## config.mk

```make
export PLATFORM = sky130hd
export DESIGN_NAME = iob_irq_ctrl
export DESIGN_NICKNAME = d
export VERILOG_FILES = /design/src/rtl/iob_irq_ctrl.sv
export SDC_FILE = /design/constraint.sdc
export NUM_CORES = 1
export LEC_CHECK = 0
export ABC_AREA = 0
export BUFFER_PORTS_ARGS = -buffer_cell sky130_fd_sc_hd__buf_2
export CORE_MARGIN = 2
export CORE_UTILIZATION = 41
export DETAILED_ROUTE_END_ITERATION = 8
export GPL_TIMING_DRIVEN = 0
export PLACE_DENSITY = 0.66
export SLEW_MARGIN = 20
export SYNTH_ARGS = -nofsm -noshare
export SYNTH_HDL_FRONTEND = slang
export SYNTH_SLANG_ARGS = --single-unit
```

## constraint.sdc

```tcl
create_clock -name clk -period 2.65 [get_ports clk]
set_clock_uncertainty 0.15 [all_clocks]
set_input_delay 0.1325 -clock clk [delete_from_list [all_inputs] [get_ports clk]]
set_output_delay 0.1325 -clock clk [all_outputs]
set_load 0.005 [all_outputs]
```

## src/rtl/iob_irq_ctrl.sv

```systemverilog
// Interrupt sink/arbiter: per-line sync + edge/level capture, mask, fixed-priority
// claim/complete over the native slave bus, one registered irq to the CPU.
module iob_irq_lane (
    input  logic clk,
    input  logic rst,
    input  logic src,
    input  logic edge_mode,
    input  logic clr,
    input  logic claim,
    output logic pending
);
    logic s1, s2, prev;

    always_ff @(posedge clk or negedge rst) begin
        if (!rst) begin
            s1      <= 1'b0;
            s2      <= 1'b0;
            prev    <= 1'b0;
            pending <= 1'b0;
        end else begin
            s1   <= src;
            s2   <= s1;
            prev <= s2;
            // a fresh edge beats a simultaneous clear or claim
            if (edge_mode) pending <= (s2 & ~prev) | (pending & ~clr & ~claim);
            else           pending <= s2;
        end
    end
endmodule

module iob_irq_ctrl #(
    parameter int N_SRC  = 8,
    parameter int ADDR_W = 3,
    parameter int DATA_W = 32
) (
    input  logic              clk,
    input  logic              rst,
    input  logic              valid,
    input  logic [ADDR_W-1:0] address,
    input  logic [DATA_W-1:0] wdata,
    input  logic [3:0]        wstrb,
    output logic [DATA_W-1:0] rdata,
    output logic              ready,
    input  logic [N_SRC-1:0]  src,
    output logic              irq
);
    localparam logic [ADDR_W-1:0] A_PEND  = ADDR_W'(0);
    localparam logic [ADDR_W-1:0] A_EN    = ADDR_W'(1);
    localparam logic [ADDR_W-1:0] A_EDGE  = ADDR_W'(2);
    localparam logic [ADDR_W-1:0] A_CLR   = ADDR_W'(3);
    localparam logic [ADDR_W-1:0] A_CLAIM = ADDR_W'(4);
    localparam logic [ADDR_W-1:0] A_CMPL  = ADDR_W'(5);
    localparam logic [ADDR_W-1:0] A_STAT  = ADDR_W'(6);

    typedef enum logic {IDLE, IN_SERVICE} state_t;
    state_t state, state_nxt;

    logic [N_SRC-1:0]  pending, enable, edge_mode, clr_vec, claim_vec, eligible;
    logic [4:0]        active_id, winner;
    logic              acc, wr, rd, busy, claim_ok, complete_ok;
    logic [DATA_W-1:0] rd_val;
    logic              unused_ok;

    assign unused_ok = ^wdata;
    // one-cycle ack; a held valid is only taken again after ready drops
    assign acc      = valid & ~ready;
    assign wr       = acc & (|wstrb);
    assign rd       = acc & ~(|wstrb);
    assign busy     = (state == IN_SERVICE);
    assign eligible = pending & enable;
    assign clr_vec  = (wr && address == A_CLR) ? wdata[N_SRC-1:0] : '0;
    assign claim_vec = {{(N_SRC-1){1'b0}}, claim_ok} << winner;

    for (genvar i = 0; i < N_SRC; i++) begin : g_lane
        iob_irq_lane u_lane (
            .clk      (clk),
            .rst      (rst),
            .src      (src[i]),
            .edge_mode(edge_mode[i]),
            .clr      (clr_vec[i]),
            .claim    (claim_vec[i]),
            .pending  (pending[i])
        );
    end

    always_comb begin
        winner = '0;
        for (int i = N_SRC - 1; i >= 0; i--)
            if (eligible[i]) winner = 5'(i);
    end

    always_comb begin
        state_nxt   = state;
        claim_ok    = 1'b0;
        complete_ok = 1'b0;
        case (state)
            IDLE: if (rd && address == A_CLAIM && (|eligible)) begin
                claim_ok  = 1'b1;
                state_nxt = IN_SERVICE;
            end
            IN_SERVICE: if (wr && address == A_CMPL && wdata[4:0] == active_id) begin
                complete_ok = 1'b1;
                state_nxt   = IDLE;
            end
            default: state_nxt = IDLE;
        endcase
    end

    always_comb begin
        rd_val = '0;
        case (address)
            A_PEND:  rd_val = DATA_W'(pending);
            A_EN:    rd_val = DATA_W'(enable);
            A_EDGE:  rd_val = DATA_W'(edge_mode);
            A_CLAIM: rd_val = claim_ok ? DATA_W'(winner) + DATA_W'(1) : '0;
            A_STAT:  rd_val = DATA_W'({busy, 3'b000, active_id});
            default: rd_val = '0;
        endcase
    end

    always_ff @(posedge clk or negedge rst) begin
        if (!rst) begin
            state     <= IDLE;
            active_id <= '0;
            enable    <= '0;
            edge_mode <= '0;
            ready     <= 1'b0;
            rdata     <= '0;
            irq       <= 1'b0;
        end else begin
            state <= state_nxt;
            ready <= acc;
            rdata <= rd ? rd_val : '0;
            irq   <= (|eligible) & ~busy;
            if (claim_ok) active_id <= winner;
            if (wr && address == A_EN)   enable    <= wdata[N_SRC-1:0];
            if (wr && address == A_EDGE) edge_mode <= wdata[N_SRC-1:0];
        end
    end
endmodule

```

==> results.py <==
metrics = {
    "setup_path": {
        "r2r_start": "ready",
        "r2r_setup_slack_ns": 0.37,
        "cp_data_arrival_time_ns": 2.52,
        "reg2reg_to": "edge_mode[2]",
        "start_kind": "primary input",
        "crit_fanout": 10,
        "r2r_cells": 4,
        "end_kind": "flip-flop",
        "worstPathRequired_ns": 2.72,
        "path_class": "in -> reg",
    },
    "drt": {
        "postRouteAntennaNets": 0,
        "drc": 0,
        "vias_per_cell": 4.93,
        "wirelength_mm": 5.78,
        "drt_pass1_iterations": 6,
        "drt-initial-drc-count": 145,
        "wl_per_cell_microns": 14.0,
        "vias": 2042,
    },
    "grt": {
        "grt-busiest-layer": "met2",
        "grt_max_degree": 64,
        "antenna_found_initial": 0,
        "grtUsageMet1_pct": 21.2,
        "grt_pass1_vias": 1928,
        "grtUsageMet3_pct": 5.24,
        "grt_pass1_wl_mm": 9.16,
        "grt_usage_pct": 16.4,
        "grt-ovfl-total": 0,
        "grtUsageMet2_pct": 25.7,
    },
    "clocking": {
        "numCtsBuffers": 9,
        "post_cts_buffers": 0,
        "root_buffer": "clkbuf_8",
        "numClockSinks": 63,
        "insertion_delay_ns": 0.33,
        "h-tree-depth": 3,
        "clk_pin_slew_ns": 0.07,
        "ctsLongestPathBuffers": 2,
        "cts_tree": "built",
    },
    "place": {
        "port_buffers": 35,
        "place_hpwl_mm": 3.92,
        "routabilityCongestion": 0.877,
    },
    "floorplanning": {
        "fp.dieW_microns": 86.4,
        "io-pin-count": 84,
        "core_area_sq_um": 6680,
        "die_h_microns": 86.4,
        "start_util_pct": 41.7,
        "placementRows": 30,
        "die_area_sq_um": 7470,
    },
    "timing": {
        "drv_slew": 0,
        "fmax_mhz": 408,
        "rsz0062_at_grt": "false",
        "setup_viol": 0,
        "hold_viol_final": 0,
        "post-route-min-period_ns": 2.45,
        "maxSlewHeadroom_pct": 37.9,
        "fin_setup_tns_ns": 0,
        "fin_crit_sh_pct": 92.6,
        "worstMarginPinSlew_ns": 0.928,
    },
    "min_path": {
        "hold_start": "g_lane[7].u_lane.s1",
        "min_to": "g_lane[7].u_lane.s2",
        "min_path_type": "reg -> reg",
        "hold-path-cell-count": 0,
    },
    "synthesis": {
        "synthSimpleGateAreaFrac_pct": 12.5,
        "synth_area_per_cell_sq_um": 11.6,
        "synth.distinct_cells": 37,
        "synth_xor_area_share_pct": 0.943,
        "synth_fa_ha_area_share_pct": 0,
        "synth.top_cell.area_share_pct": 56.6,
        "ys_warn_count": 0,
        "synth_area_sq_um": 2790,
        "async_flop_share_pct": 100,
        "synthTopCellsByArea": "dfrtp_1, mux2_2, buf_4",
        "synth_compound_area_share_pct": 12.4,
        "synth_top_family_by_area": "simple AND/OR/NAND/NOR gates",
        "syn_inst": 241,
        "synth_mux_area_share_pct": 10.2,
        "yosys.area.top_type": "dfrtp_1",
        "synth_edf_count": 0,
        "ys_ff_latch": 63,
        "seq_area_frac_synth_pct": 56.6,
        "ys.flop_type": "dfrtp_1",
    },
    "power_and_ir_drop": {
        "power_density_nw_per_um2": 674,
        "power_uw": 2390,
        "leakage_uw": 0.00168,
        "peakVddDrop_mv": 0.295,
    },
    "finish": {
        "antenna_cells": 0,
        "nets": 382,
        "layout-drive-gt1-share_pct": 29.9,
        "area_growth_pct": 27.0,
    },
    "status": {
        "status": "complete, no violations",
    },
    "run": {
        "drv_cap": 0,
    },
}
stage by stage:
| stage | setup slack, ns | area (sq um) | std cells | utilization (%) | hold slack, ns |
|---|---|---|---|---|---|
| final | 0.197 | 3540 | 414 | 53.0 | 0.192 |
| after floorplan | 0.630 | 2870 | 263 | - | -0.313 |
| after CTS | 0.121 | 3530 | 414 | 52.9 | 0.190 |
| after detailed placement | 0.306 | 3150 | 378 | 47.2 | 0.0918 |
| after global routing | 0.0142 | 3540 | 414 | 53.0 | 0.179 |
| after global placement | 0.0860 | 3140 | 378 | 47.0 | 0.0898 |
synth_stat cells (2+ instances only):
master and n:
nand3_1 5, nor2b_1 4, nor3_1 7, mux2i_1 8, xor2_1 3, buf_4 24
a21oi_1 16, buf_1 2, a211oi_1 2, nand4_1 3, nor2_1 9, a22oi_1 3
a22o_1 14, nor4_1 4, dfrtp_1 63, o21ai_0 5, a31oi_1 2, nand2_1 29
nor3b_2 2, mux2_2 18, a31o_2 2
layout by cell type (no fill, tap or decap), types with 9 or more instances in the layout:
| cell | synthesis | layout |
|---|---|---|
| dfrtp_1 | 63 | 63 |
| buf_2 | 1 | 35 |
| nand2_1 | 29 | 29 |
| buf_4 | 24 | 25 |
| conb_1 | 1 | 23 |
| dlygate4sd3_1 | 0 | 23 |
| mux2_2 | 18 | 18 |
| a21oi_1 | 16 | 16 |
| a22o_1 | 14 | 14 |
| clkbuf_8 | 0 | 10 |
| nor2_1 | 9 | 9 |
layout make-up:
| cell class | count | area, sq um |
|---|---|---|
| buffer | 28 | 196 |
| sequential | 63 | 1580 |
| multi-input combinational | 171 | 1100 |
| clock buffer | 11 | 141 |
| fill | 609 | 3140 |
| tap | 80 | 100 |
| clock inverter | 2 | 10.0 |
| inverter | 1 | 3.75 |
| timing repair buffer | 58 | 408 |
kinds of logic (layout without fill, tap and decap cells):
kind of cell | Yosys count | in the layout
xor gates and xnor gates | 3 | 3
DFF | 63 | 63
buffers and inverters | 29 | 100
AOI/OAI and AO/OA | 50 | 50
and+or+nand+nor | 69 | 69
muxes | 26 | 26
other | 1 | 23
metal layers:
| layer | wire length (microns) | vias to the layer above |
|---|---|---|
| met2 | 2750 | 66 |
| met3 | 305 | 7 |
| met1 | 2620 | 973 |
| li1 | - | 996 |
| met4 | 110 | 0 |
| met5 | 0 | - |
critical path: stages:
cell and delay [ns]:
dlygate4sd3_1 0.54, buf_2 0.13, nor4_1 0.41, nand3_1 0.40
nor4_2 0.49, nand2_1 0.17, a22o_1 0.24
power by group:
group | switching [uW] | internal [uW]
registers | 118 | 1080
logic | 256 | 258
clock network | 326 | 346
flip-flops by register name, indices dropped and copies added, names as in the netlist:
register and count:
g_lane.u_lane.pending 8, enable 8, busy 1, edge_mode 8, g_lane.u_lane.prev 8, rdata 9
g_lane.u_lane.s2 8, ready 1, active_id 3, irq 1, g_lane.u_lane.s1 8
worst max path at each step:
stage | slack [ns] | start | to
global placement | 0.09 | address[1] | g_lane[3].u_lane.pending
finish | 0.20 | wstrb[1] | g_lane[3].u_lane.pending
CTS | 0.12 | wstrb[1] | g_lane[3].u_lane.pending
detailed placement | 0.31 | wstrb[1] | g_lane[3].u_lane.pending
floorplan | 0.63 | address[2] | g_lane[0].u_lane.pending
global route | 0.01 | wstrb[1] | g_lane[3].u_lane.pending
repair_timing:
item / 4_1_cts / 5_1_grt
endpoints found under the setup margin: 0 / 4
hold buffers: 23 / 0
gates resized for setup: 0 / 1
hold endpoints to repair: 93 / 0
No activity file was read; power rests on OpenSTA's default activity.
